### src/rtl/ras_checkpoint_queue_if.sv
// Fetch-side bundle between the RAS checkpoint queue and the fetch/commit/recover logic.
// Allocation is a valid/ready transfer on an edge with allocValid && allocReady; commit,
// recover and flushAll are single-cycle commands with no backpressure.
interface ras_checkpoint_queue_if #(
    parameter int CHECKPOINT_NUM = 16,
    parameter int RAS_ENTRY_NUM  = 16,
    parameter int PC_WIDTH       = 32
);
    localparam int RP_W = $clog2(RAS_ENTRY_NUM);
    localparam int ID_W = $clog2(CHECKPOINT_NUM);

    logic                allocValid;
    logic [RP_W-1:0]     allocPtr;
    logic [PC_WIDTH-1:0] allocTop;
    logic                allocReady;
    logic [ID_W-1:0]     allocId;
    logic                commitValid;
    logic                recoverValid;
    logic [ID_W-1:0]     recoverId;
    logic                flushAll;
    logic                restoreValid;
    logic [RP_W-1:0]     restorePtr;
    logic [PC_WIDTH-1:0] restoreTop;
    logic [ID_W:0]       count;
    logic                empty;
    logic                errInvalid;

    modport master (
        output allocValid, allocPtr, allocTop, commitValid, recoverValid, recoverId, flushAll,
        input  allocReady, allocId, restoreValid, restorePtr, restoreTop, count, empty, errInvalid
    );

    modport slave (
        input  allocValid, allocPtr, allocTop, commitValid, recoverValid, recoverId, flushAll,
        output allocReady, allocId, restoreValid, restorePtr, restoreTop, count, empty, errInvalid
    );
endinterface

### src/rtl/ras_checkpoint_queue.sv
// Circular queue of return-address-stack snapshots: allocated per predicted branch,
// released in order at commit, and read back on a misprediction to repair the stack.
module ras_checkpoint_queue #(
    parameter int CHECKPOINT_NUM = 16,
    parameter int RAS_ENTRY_NUM  = 16,
    parameter int PC_WIDTH       = 32
) (
    input  logic                    clk,
    input  logic                    rstN,
    ras_checkpoint_queue_if.slave   cq
);
    localparam int RP_W  = $clog2(RAS_ENTRY_NUM);
    localparam int ID_W  = $clog2(CHECKPOINT_NUM);
    localparam int ENT_W = RP_W + PC_WIDTH;
    localparam logic [ID_W:0] ONE  = (ID_W+1)'(1);
    localparam logic [ID_W:0] FULL = (ID_W+1)'(CHECKPOINT_NUM);

    logic [ID_W:0]       head_q, head_d, tail_q, tail_d;
    logic [ID_W:0]       count_w;
    logic [ID_W-1:0]     rec_rel;
    logic                full_w, empty_w, rec_live;
    logic                do_alloc, do_commit, do_recover;
    logic                rv_q, rv_d, err_q, err_d;
    logic [RP_W-1:0]     rptr_q, rptr_d;
    logic [PC_WIDTH-1:0] rtop_q, rtop_d;
    logic [ENT_W-1:0]    mem_q [CHECKPOINT_NUM];

    always_comb begin
        count_w = tail_q - head_q;
        full_w  = (count_w == FULL);
        empty_w = (count_w == '0);
        // Distance from the oldest entry; the id is live only if it lies inside [head, tail).
        rec_rel  = cq.recoverId - head_q[ID_W-1:0];
        rec_live = ({1'b0, rec_rel} < count_w);

        do_commit  = cq.commitValid && !empty_w && !cq.flushAll;
        do_recover = cq.recoverValid && rec_live && !cq.flushAll;
        do_alloc   = cq.allocValid && !full_w && !cq.flushAll && !cq.recoverValid;

        head_d = head_q;
        tail_d = tail_q;
        if (cq.flushAll) begin
            head_d = tail_q;
        end else begin
            if (do_commit) head_d = head_q + ONE;
            // Rebuilding tail from the pre-cycle head keeps the wrap bit right.
            if (do_recover)    tail_d = head_q + {1'b0, rec_rel} + ONE;
            else if (do_alloc) tail_d = tail_q + ONE;
        end

        rv_d   = do_recover;
        err_d  = !cq.flushAll && ((cq.commitValid && empty_w) || (cq.recoverValid && !rec_live));
        rptr_d = rptr_q;
        rtop_d = rtop_q;
        if (do_recover) {rptr_d, rtop_d} = mem_q[cq.recoverId];
    end

    always_ff @(posedge clk or negedge rstN) begin
        if (!rstN) begin
            head_q <= '0;
            tail_q <= '0;
            rv_q   <= 1'b0;
            err_q  <= 1'b0;
            rptr_q <= '0;
            rtop_q <= '0;
        end else begin
            head_q <= head_d;
            tail_q <= tail_d;
            rv_q   <= rv_d;
            err_q  <= err_d;
            rptr_q <= rptr_d;
            rtop_q <= rtop_d;
        end
    end

    // Snapshot storage needs no reset: only entries inside [head, tail) are ever read.
    always_ff @(posedge clk) begin
        if (do_alloc) mem_q[tail_q[ID_W-1:0]] <= {cq.allocPtr, cq.allocTop};
    end

    assign cq.allocReady   = !full_w;
    assign cq.allocId      = tail_q[ID_W-1:0];
    assign cq.count        = count_w;
    assign cq.empty        = empty_w;
    assign cq.restoreValid = rv_q;
    assign cq.restorePtr   = rptr_q;
    assign cq.restoreTop   = rtop_q;
    assign cq.errInvalid   = err_q;
endmodule

### src/flat_wrapper.sv
// flat-port wrapper written by rule: the top's interface ports become plain ports
module ras_checkpoint_queue_flat 
#(
    parameter int CHECKPOINT_NUM = 16,
    parameter int RAS_ENTRY_NUM  = 16,
    parameter int PC_WIDTH       = 32
)
  (clk, rstN, cq_allocValid, cq_allocPtr, cq_allocTop, cq_commitValid, cq_recoverValid, cq_recoverId, cq_flushAll, cq_allocReady, cq_allocId, cq_restoreValid, cq_restorePtr, cq_restoreTop, cq_count, cq_empty, cq_errInvalid);
  ras_checkpoint_queue_if #(.CHECKPOINT_NUM(CHECKPOINT_NUM), .RAS_ENTRY_NUM(RAS_ENTRY_NUM), .PC_WIDTH(PC_WIDTH)) cq_i ();
  input  logic clk;
  input  logic rstN;
  input wire logic [$bits(cq_i.allocValid)-1:0] cq_allocValid;
  input wire logic [$bits(cq_i.allocPtr)-1:0] cq_allocPtr;
  input wire logic [$bits(cq_i.allocTop)-1:0] cq_allocTop;
  input wire logic [$bits(cq_i.commitValid)-1:0] cq_commitValid;
  input wire logic [$bits(cq_i.recoverValid)-1:0] cq_recoverValid;
  input wire logic [$bits(cq_i.recoverId)-1:0] cq_recoverId;
  input wire logic [$bits(cq_i.flushAll)-1:0] cq_flushAll;
  output wire logic [$bits(cq_i.allocReady)-1:0] cq_allocReady;
  output wire logic [$bits(cq_i.allocId)-1:0] cq_allocId;
  output wire logic [$bits(cq_i.restoreValid)-1:0] cq_restoreValid;
  output wire logic [$bits(cq_i.restorePtr)-1:0] cq_restorePtr;
  output wire logic [$bits(cq_i.restoreTop)-1:0] cq_restoreTop;
  output wire logic [$bits(cq_i.count)-1:0] cq_count;
  output wire logic [$bits(cq_i.empty)-1:0] cq_empty;
  output wire logic [$bits(cq_i.errInvalid)-1:0] cq_errInvalid;
  assign cq_i.allocValid = cq_allocValid;
  assign cq_i.allocPtr = cq_allocPtr;
  assign cq_i.allocTop = cq_allocTop;
  assign cq_i.commitValid = cq_commitValid;
  assign cq_i.recoverValid = cq_recoverValid;
  assign cq_i.recoverId = cq_recoverId;
  assign cq_i.flushAll = cq_flushAll;
  assign cq_allocReady = cq_i.allocReady;
  assign cq_allocId = cq_i.allocId;
  assign cq_restoreValid = cq_i.restoreValid;
  assign cq_restorePtr = cq_i.restorePtr;
  assign cq_restoreTop = cq_i.restoreTop;
  assign cq_count = cq_i.count;
  assign cq_empty = cq_i.empty;
  assign cq_errInvalid = cq_i.errInvalid;
  ras_checkpoint_queue #(.CHECKPOINT_NUM(CHECKPOINT_NUM), .RAS_ENTRY_NUM(RAS_ENTRY_NUM), .PC_WIDTH(PC_WIDTH)) u_core (.clk(clk), .rstN(rstN), .cq(cq_i));
endmodule
### config.mk
export PLATFORM = sky130hd
export DESIGN_NAME = ras_checkpoint_queue_flat
export DESIGN_NICKNAME = d
export VERILOG_FILES = /design/src/rtl/ras_checkpoint_queue_if.sv /design/src/rtl/ras_checkpoint_queue.sv /design/src/flat_wrapper.sv
export SDC_FILE = /design/constraint.sdc
export NUM_CORES = 1
export LEC_CHECK = 0
export ABC_AREA = 1
export CAP_MARGIN = 20
export CORE_MARGIN = 3
export CORE_UTILIZATION = 30
export CTS_CLUSTER_DIAMETER = 60
export DETAILED_ROUTE_END_ITERATION = 8
export PLACE_DENSITY = 0.47
export SLEW_MARGIN = 20
export SYNTH_ARGS = -nofsm -noshare
export SYNTH_HDL_FRONTEND = slang
export SYNTH_SLANG_ARGS = --single-unit
### constraint.sdc
create_clock -name clk -period 5.9 [get_ports clk]
set_input_delay 1.475 -clock clk [delete_from_list [all_inputs] [get_ports clk]]
set_output_delay 1.475 -clock clk [all_outputs]
set_load 0.05 [all_outputs]
After elaboration in Yosys (flattened, before gate mapping)
Memories as Yosys holds them, arrays and structs flattened. A register that Yosys moved wholly into a read port is not among the register bits.
Cells that the tools add are included.
- output and inout port bits: 49
- RAM bits: 576
- memories kept: 1
- register bits after elaboration: 12
- mux-type cells: 6
- eq/ne operators: 1
- $lt $le $gt $ge: 1
- bitwise logic cells: 1
- reductions and logical operators: 21
- add/sub/neg operators: 6
- memory list (memory ; depth ; bits a word ; read ports ; clocked after Yosys merged registers in ; write ports ; line ; source):
    u_core.mem_q ; 16 ; 36 ; 1 ; 1 ; 1 ; ras_checkpoint_queue.sv:26 ; logic [ENT_W-1:0] mem_q [CHECKPOINT_NUM];
- operator list (cell ; number):
    $mux 5 ; 4
    $add 5x1->5 const B ; 3
    $logic_and 1x1->1 ; 10
    $logic_not 1->1 ; 6
    $add 5x4->5 ; 1
    $eq 5x5->1 const B ; 1
    $logic_not 5->1 ; 1
    $lt 4x5->1 ; 1
    $sub 5x5->5 ; 1
    $reduce_bool 2->1 ; 2
    $sub 4x4->4 ; 1
    $mux 1 ; 2
    $reduce_and 2->1 ; 1
    $logic_or 1x1->1 ; 1
    $not 1->1 ; 1

Depth between registers and ports, before layout
Gate-level depths: netlist of the first run.
- depth in word-level cells: 8
- depth in mapped cells: 21

Least setup slack after synthesis of the first run
OpenSTA, ideal clock, no wires.
- kind: register to register
- start: reg u_core.tail_q[0]
- end: mem u_core.mem_q[2][0] (netlist bit), enable pin
- setup slack: 0.197 ns
- cell stages (with the launch flop): 11
- library setup time: 0.474 ns
- data arrival time: 5.229 ns
- path buffers: 1
- clock period less this slack: 5.703 ns
- cells stage by stage: dfrtp_1 -> inv_1 -> ha_1 -> inv_1 -> fa_1 -> xor2_1 -> nor3_1 -> nand3_2 -> nand2_2 -> buf_2 -> nor3_1
- longest elaborated chain between the ends: 8
- RTL lines (what ; line ; source):
    from (decl) ; ras_checkpoint_queue.sv:18 ; logic [ID_W:0] head_q, head_d, tail_q, tail_d;
    from (signal assigned) ; ras_checkpoint_queue.sv:68 ; tail_q <= tail_d;
    $sub 5x5->5 ; ras_checkpoint_queue.sv:29 ; count_w = tail_q - head_q;
    net cq_count[2] ; flat_wrapper.sv:24 ; output wire logic [$bits(cq_i.count)-1:0] cq_count;
    $eq 5x5->1 ; ras_checkpoint_queue.sv:30 ; full_w = (count_w == FULL);
    $logic_not 1->1 ; -- ;
    net cq_allocReady ; flat_wrapper.sv:19 ; output wire logic [$bits(cq_i.allocReady)-1:0] cq_allocReady;
    $logic_and 1x1->1 (3 in a row) ; ras_checkpoint_queue.sv:38 ; do_alloc = cq.allocValid && !full_w && !cq.flushAll && !cq.recoverValid;
    $mux 1 ; ras_checkpoint_queue.sv:78 ; if (do_alloc) mem_q[tail_q[ID_W-1:0]] <= {cq.allocPtr, cq.allocTop};
    $mux 1 (implied by the code) ; ras_checkpoint_queue.sv:78 ;
    to (decl) ; ras_checkpoint_queue.sv:26 ;
The timed path passes the listed nets, and every way through them passes these cells.

Worst setup path after layout of the first run
- start: reg u_core.tail_q[0]
- end: out cq_empty
- longest elaborated chain between the ends: 2
- RTL lines (what ; line ; source):
    $sub 5x5->5 ; ras_checkpoint_queue.sv:29 ;
    $logic_not 5->1 ; ras_checkpoint_queue.sv:31 ; empty_w = (count_w == '0);
    to (decl) ; flat_wrapper.sv:25 ; output wire logic [$bits(cq_i.empty)-1:0] cq_empty;
Every way passes these cells.

==> metrics, run 1 <==
number of pins exceeding their max-slew limit in the final report 0; Crit Reg-Reg Endpoint u_core.mem_q[13][21]$_DFFE_PP_; Max Buffers Root-to-Sink 3; Critical Path Source Type register; drt first pass iters 5; maximum number of pins on one net before global-route repair between 200 and 250; Max-Slew Margin vs Limit 0.263; synthesized area per cell around 13 µm²; startpoint of the most critical hold path u_core.cq.restoreTop[30]$_DFFE_PN0N_; number of I/O port buffers 94; share of synthesized area occupied by flip-flops and latches 0.740; cell types with the highest counts after synthesis sky130_fd_sc_hd__edfxtp_1 (576), sky130_fd_sc_hd__nor2_1 (327), sky130_fd_sc_hd__o21ai_0 (273); peak clock frequency supported by timing a little over 0.2 GHz; via density per instance 5.07; critical path, cell by cell inv_1 > ha_1 > inv_1 > fa_1 > xor2_1 > nor3_1 > nand2_1 > nor2_1 > clkdlybuf4s50_1; R2R cell count 10; Layout Nets around 2000; worst-case hold slack between 0.4 and 0.5 ns; TritonCTS clock tree done; P per Cell Area between 400 and 500 nW/µm²; required time at the worst-slack endpoint about 4.4 ns; time the worst path needs with I/O delays and setup about 5 ns; worst-case register-to-register setup slack approximately 2.4 ns; weighted congestion at the end of routability-driven global placement 0.779; worst-skew pair later-pin latency approximately 0.61 ns; first-pass GRT wire length roughly 100 mm; data arrival time at the worst-slack endpoint ~3.5 ns; share of Yosys cell area claimed by the top area cell type 0.692; cts bufs inserted 71; MaxCap Viol Count 0; final-layout setup total negative slack 0 ns; most common flop cell mapped by yosys sky130_fd_sc_hd__edfxtp_1; number of setup violations in the final report 0; share of synthesized registers carrying an async set or reset 0.0769; Worst Setup Slack post-DPL ~1.5 ns; largest cells by area after synthesis sky130_fd_sc_hd__edfxtp_1 (69%), sky130_fd_sc_hd__o21ai_0 (5.5%), sky130_fd_sc_hd__nor2_1 (4.9%); CP Class register to output port; number of buffers added to fix hold violations after cts 0; EDFF count, synth about 580; global-route track usage on met3 0.0296; final setup slack of the worst path 0.971 ns; starting density of the core 0.304; GRT Total Usage 0.160; leakage 0.00961 µW; row count between 100 and 150; post-synth net total roughly 2000; post-synth design cell area approximately 25000 µm²; via count of the first global-routing pass between 15000 and 20000; GRT overflow 0; most frequent cell after synthesis sky130_fd_sc_hd__edfxtp_1; # clock sinks roughly 620; ratio of final minimum period to clock period 0.835; slowest CP cell sky130_fd_sc_hd__clkdlybuf4s50_1; share of final-layout standard cells stronger than drive strength 1 0.0811; antenna viol nets, final 0; status finished, final reports clean; most repeated library cell on the critical path sky130_fd_sc_hd__inv_1; Routed Wire Length approximately 70 mm; cell type contributing the most total cell area after synthesis sky130_fd_sc_hd__edfxtp_1; measured slew at the worst slew-check pin about 1.1 ns; FF-to-FF Start u_core.tail_q[0]$_DFFE_PN0P_; Layout Utilization 0.355; antenna diode instance count 0; gr busiest metal met2; Peak VDD IR 620 µV; clock root cell sky130_fd_sc_hd__clkbuf_16; flip-flop and latch count after synthesis between 600 and 700; Worst Hold Class register to register; M2 GR Usage 0.261; y dimension of the die about 300 µm; delay of the slowest critical-path stage around 0.8 ns; buffer count from post-CTS setup fixing 0; synthesized netlist cell count between 1500 and 2000; cell count of the worst hold path 2; layout filler cell count approximately 7900; clock tree skew after final layout 0.0193 ns; count of yosys warnings during synthesis 0; total of cells resized after clock tree synthesis 0; starting DRC count in detailed routing ~1300; global-route met1 utilization 0.219; HPWL reported at the end of detailed placement between 30 and 40 mm; post-DR wirelength/cell 22.5 µm; core area ~82000 µm²; total number of vias about 16000; WHS Endpoint u_core.cq.restoreTop[30]$_DFFE_PN0N_; kind of capture point of the worst setup path output port; number of antenna violations at the first check in global routing 3; number of unique standard cell types used by synthesis 35; number of H-tree levels 3; Die Area around 87000 µm²; maximum fanout count along the critical path 7; unrepaired setup endpoints after global routing no; die extent in x 295 µm; final hold violations 0; I/O pin total 95; Remaining DRCs 0; area growth from synthesis to final layout 16.9%; clock slew at the register clock pins of the worst setup and hold paths ~0.06 ns
-- cell type report --
cell class / count / area, µm² / share of cell area
inverters: 34 / 140 / 0.00480
well taps: 1070 / 1340 / 0.0458
repair buffers: 130 / 1240 / 0.0424
clock buffers: 102 / 2020 / 0.0691
flip-flops and latches: 624 / 18500 / 0.633
multi-input cells: 1120 / 5820 / 0.199
clock inverters: 25 / 166 / 0.00569
-- how the worst max path moves through the flow --
stage	startpoint	to	slack [ns]	cells after the start
4_1_cts	u_core.tail_q[0]$_DFFE_PN0P_	cq_empty	0.92	8
6_report	u_core.tail_q[0]$_DFFE_PN0P_	cq_empty	0.97	9
3_5_place_dp	cq_recoverId[1]	u_core.tail_q[4]$_DFFE_PN0P_	1.48	15
2_1_floorplan	u_core.tail_q[0]$_DFFE_PN0P_	u_core.mem_q[2][0]$_DFFE_PP_	0.20	10
5_1_grt	u_core.tail_q[0]$_DFFE_PN0P_	cq_empty	0.73	8
3_3_place_gp	cq_recoverId[1]	u_core.tail_q[4]$_DFFE_PN0P_	1.48	15
-- worst max-delay path, delay by kind of cell (launching register included) --
kind                       cells  cell delay [ns]
buffers and inverters          3             1.08
adders and majority gates      2             0.58
xor gates and xnor gates       1             0.19
DFF                            1             0.47
and+or+nand+nor                3             0.52
-- cell usage in the layout (no fill, tap or decap), types with 2 or more instances in the layout --
cell type	count
sky130_fd_sc_hd__edfxtp_1	576
sky130_fd_sc_hd__nor2_1	326
sky130_fd_sc_hd__o21ai_0	273
sky130_fd_sc_hd__nand2_1	183
sky130_fd_sc_hd__o211ai_1	109
sky130_fd_sc_hd__clkdlybuf4s50_1	89
sky130_fd_sc_hd__clkbuf_16	75
sky130_fd_sc_hd__o22ai_1	72
sky130_fd_sc_hd__dfrtp_1	48
sky130_fd_sc_hd__o221ai_1	36
sky130_fd_sc_hd__buf_4	36
sky130_fd_sc_hd__o21ai_1	29
sky130_fd_sc_hd__inv_1	28
sky130_fd_sc_hd__nand3_1	23
sky130_fd_sc_hd__clkbuf_1	23
sky130_fd_sc_hd__ha_1	19
sky130_fd_sc_hd__nor3_2	15
sky130_fd_sc_hd__clkinv_1	10
sky130_fd_sc_hd__clkinv_2	10
sky130_fd_sc_hd__xor2_1	9
sky130_fd_sc_hd__a21oi_1	6
sky130_fd_sc_hd__clkbuf_8	5
sky130_fd_sc_hd__xnor2_1	3
sky130_fd_sc_hd__nand2_4	3
sky130_fd_sc_hd__inv_2	3
sky130_fd_sc_hd__inv_6	3
sky130_fd_sc_hd__fa_1	3
sky130_fd_sc_hd__buf_12	3
sky130_fd_sc_hd__nand2_2	2
sky130_fd_sc_hd__clkinvlp_4	2
-- sequential cells by signal, indices dropped and copies added (netlist names) --
signal / cells
u_core.mem_q: 576
u_core.cq.restoreTop: 32
u_core.head_q: 5
u_core.tail_q: 5
u_core.cq.restorePtr: 4
u_core.cq.errInvalid: 1
u_core.cq.restoreValid: 1
-- kinds of logic after synthesis --
| group | share of synthesized area |
|---|---|
| compound gates | 0.126 |
| xor+xnor | 0.00421 |
| fa+ha+maj | 0.0119 |
| buf+inv | 0.0302 |
| flops | 0.740 |
| simple gates | 0.0878 |
-- power by group --
part	total (µW)	leakage (µW)	internal [µW]	switching [µW]
clock	4170	0.00107	2430	1740
sequential	5300	0.00578	5100	201
combinational	2820	0.00276	846	1970
total	12300	0.00961	8370	3920
-- per-stage QoR --
stage / area [µm²] / power, µW / std cells
2_1_floorplan: 25000 / 7220 / 1910
3_3_place_gp: 27000 / 8220 / 2978
3_5_place_dp: 27000 / 8250 / 2978
4_1_cts: 29200 / 12400 / 3105
5_1_grt: 29200 / 12900 / 3105
6_report: 29200 / 12300 / 3105
-- per-layer routing --
| metal | wire length [µm] | vias up | share of wire |
|---|---|---|---|
| li1 | - | 7213 | - |
| met1 | 31800 | 8031 | 0.46 |
| met2 | 33000 | 392 | 0.47 |
| met3 | 3450 | 106 | 0.049 |
| met4 | 1530 | 2 | 0.022 |
| met5 | 9 | - | 0.00013 |
Note: power is estimated with default switching activity, not from simulation.
==> inputs of run 2 (changes only) <==
Clock period 5.9 ns to 5 ns, I/O delays scaled along.
==> run 2 against run 1 <==
Final area is 0.26% higher. Power is 17% higher. Sequential power is 18% higher. Clock skew is 0.0066 ns lower. Via count is 1.4% lower. Sequential share of layout area is 0.16 points lower. Core utilization is 0.093 points higher. Die area stayed put. Largest cell class unchanged. Largest power group unchanged.
==> metrics, run 2 (synthesis results as in run 1) <==
status finished, final reports clean; Layout Nets 2046 (-0.15%); number of H-tree levels 3 (unchanged); maximum number of pins on one net before global-route repair 177 (-15%); area post-placement 27200 µm² (+0.46%); worst-skew pair later-pin latency 0.59 ns (-0.02 ns); area growth from synthesis to final layout 17.2%; delay of the slowest critical-path stage 0.82 ns (about the same); Peak VDD IR 563 µV (-9.2%); y dimension of the die 295 µm (unchanged); Design Area, Final 29300 µm² (+0.26%); number of antenna violations at the first check in global routing 2 (-1); Routed Wire Length 66.3 mm (-5.0%); number of pins exceeding their max-slew limit in the final report 0 (unchanged); Die Area 86800 µm² (unchanged); total of cells resized after clock tree synthesis 0 (unchanged); via density per instance 5.01 (-1.2%); row count 105 (unchanged); I/O pin total 95 (unchanged); data arrival time at the worst-slack endpoint 3.37 ns (-0.08 ns); post-DR wirelength/cell 21.4 µm (-4.9%); launch point of the critical path u_core.tail_q[0]$_DFFE_PN0P_; number of setup violations in the final report 0 (unchanged); cts bufs inserted 68 (-4.2%); P per Cell Area 490 nW/µm² (+16%); total number of vias 15530 (-1.4%); final setup slack of the worst path 0.379 ns (-0.592 ns); number of buffers added to fix hold violations after cts 0 (unchanged); slowest CP cell sky130_fd_sc_hd__clkdlybuf4s50_1; MaxCap Viol Count 0 (unchanged); first-pass GRT wire length 99.0 mm (-3.6%); HPWL reported at the end of detailed placement 33.2 mm (-2.1%); via count of the first global-routing pass 15376 (-0.63%); GRT Total Usage 0.151 (-0.00873); kind of capture point of the worst setup path output port; measured slew at the worst slew-check pin 1.08 ns (-0.0306 ns); leakage 0.00963 µW (+0.25%); share of final-layout standard cells stronger than drive strength 1 0.0812 (+0.000160); TritonCTS clock tree done; buffer count from post-CTS setup fixing 0 (unchanged); GRT overflow 0 (unchanged); most repeated library cell on the critical path sky130_fd_sc_hd__inv_1; Power Total 14300 µW (+17%); final instance count without filler cells 3101 (-0.13%); CP Class register to output port; drt first pass iters 5 (unchanged); clock tree skew after final layout 0.0127 ns (-0.00657 ns); total instance count after detailed placement 2978 (unchanged); Layout Utilization 0.356 (+0.000928); Remaining DRCs 0 (unchanged); critical path, cell by cell inv_1 > ha_1 > inv_1 > fa_1 > nor3_1 > nand2_1 > nor2_1 > clkdlybuf4s50_1; startpoint of the most critical hold path u_core.cq.restoreTop[5]$_DFFE_PN0N_; clock root cell sky130_fd_sc_hd__clkbuf_16; maximum fanout count along the critical path 7 (unchanged); weighted congestion at the end of routability-driven global placement 0.734 (-5.8%); peak clock frequency supported by timing around 0.22 GHz; commonest cells after routing, fill and taps aside sky130_fd_sc_hd__edfxtp_1 (576), sky130_fd_sc_hd__nor2_1 (326), sky130_fd_sc_hd__o21ai_0 (273); number of I/O port buffers 94 (unchanged); unrepaired setup endpoints after global routing no; most frequent standard cell in the layout excluding fill and tap cells sky130_fd_sc_hd__edfxtp_1; starting DRC count in detailed routing 1044 (-18%); FF-to-FF Start u_core.tail_q[0]$_DFFE_PN0P_; required time at the worst-slack endpoint 3.75 ns (-0.68 ns); starting density of the core 0.304 (unchanged); Max-Slew Margin vs Limit 0.282 (+0.0194); max FFs per register 576 (unchanged); Critical Path Source Type register; antenna diode instance count 0 (unchanged); core area 82200 µm² (unchanged); clock slew at the register clock pins of the worst setup and hold paths 0.06 ns (about the same); Worst Hold Class register to register; antenna viol nets, final 0 (unchanged); final hold violations 0 (unchanged); buffer and inverter count on the worst path 3 (unchanged); die extent in x 295 µm (unchanged); time the worst path needs with I/O delays and setup 4.62 ns; cell type group with the largest total delay on the critical path buffers and inverters; ratio of final minimum period to clock period 0.924; # clock sinks 624 (unchanged); Max Buffers Root-to-Sink 3 (unchanged); Worst Setup Slack post-DPL 0.649 ns (-0.828 ns)
-- run 2: cell types whose count changed in the layout (fill, tap and decap cells not counted), sizes merged --
| cell | previous run | this run |
|---|---|---|
| clkbuf | 103 | 90 |
| clkinvlp | 2 | 0 |
| bufinv | 1 | 3 |
| clkinv | 20 | 26 |
| inv | 36 | 39 |
-- run 2: cell type report --
type                       count  area (µm²)
clock buffer                  89        1860
inverter                      34         138
clock inverter                34         275
multi-input combinational   1120        5830
tap                         1070        1340
fill                        7994       52900
sequential                   624       18500
timing repair buffer         130        1350
-- run 2: path summary, 6_finish.rpt --
check / to / slack [ns] / depth (start not counted)
min in group asynchronous: u_core.head_q[4]$_DFFE_PN0P_ / 0.77 / 1
worst max-delay path: cq_empty / 0.38 / 8
max in group asynchronous: u_core.cq.restoreTop[23]$_DFFE_PN0N_ / 3.67 / 1
worst min register to register: u_core.cq.restoreTop[5]$_DFFE_PN0N_ / 0.48 / 2
worst max register to register: u_core.mem_q[12][25]$_DFFE_PP_ / 1.51 / 10
worst min-delay path: u_core.cq.restoreTop[5]$_DFFE_PN0N_ / 0.48 / 2
-- run 2: report_power, final --
group / switching, µW / internal [µW]
registers: 219 / 6020
logic: 2320 / 1000
clock network: 2000 / 2800
-- run 2: layer usage --
layer / GRT usage / wire length [µm] / vias to the layer above
met5: 0 / 13 / -
met4: 0.0409 / 1150 / 2
met3: 0.0273 / 3270 / 87
met2: 0.246 / 31200 / 333
met1: 0.209 / 30700 / 7906
li1: - / - / 7202
-- run 2: stage by stage --
step	hold slack, ns	TNS [ns]
floorplan	0.553	-328.44
detailed placement	0.473	0
global route	0.508	0
global placement	0.472	0
CTS	0.489	0
finish	0.480	0
-- run 2: worst register-to-register path, cell delays in order (launching register included) --
cell	delay (ns)
sky130_fd_sc_hd__dfrtp_1	0.45
sky130_fd_sc_hd__inv_1	0.17
sky130_fd_sc_hd__ha_1	0.17
sky130_fd_sc_hd__inv_1	0.06
sky130_fd_sc_hd__fa_1	0.39
sky130_fd_sc_hd__xor2_1	0.24
sky130_fd_sc_hd__nor3_1	0.11
sky130_fd_sc_hd__nand3_2	0.16
sky130_fd_sc_hd__nand2_2	0.38
sky130_fd_sc_hd__nor3_2	0.37
sky130_fd_sc_hd__buf_4	0.59
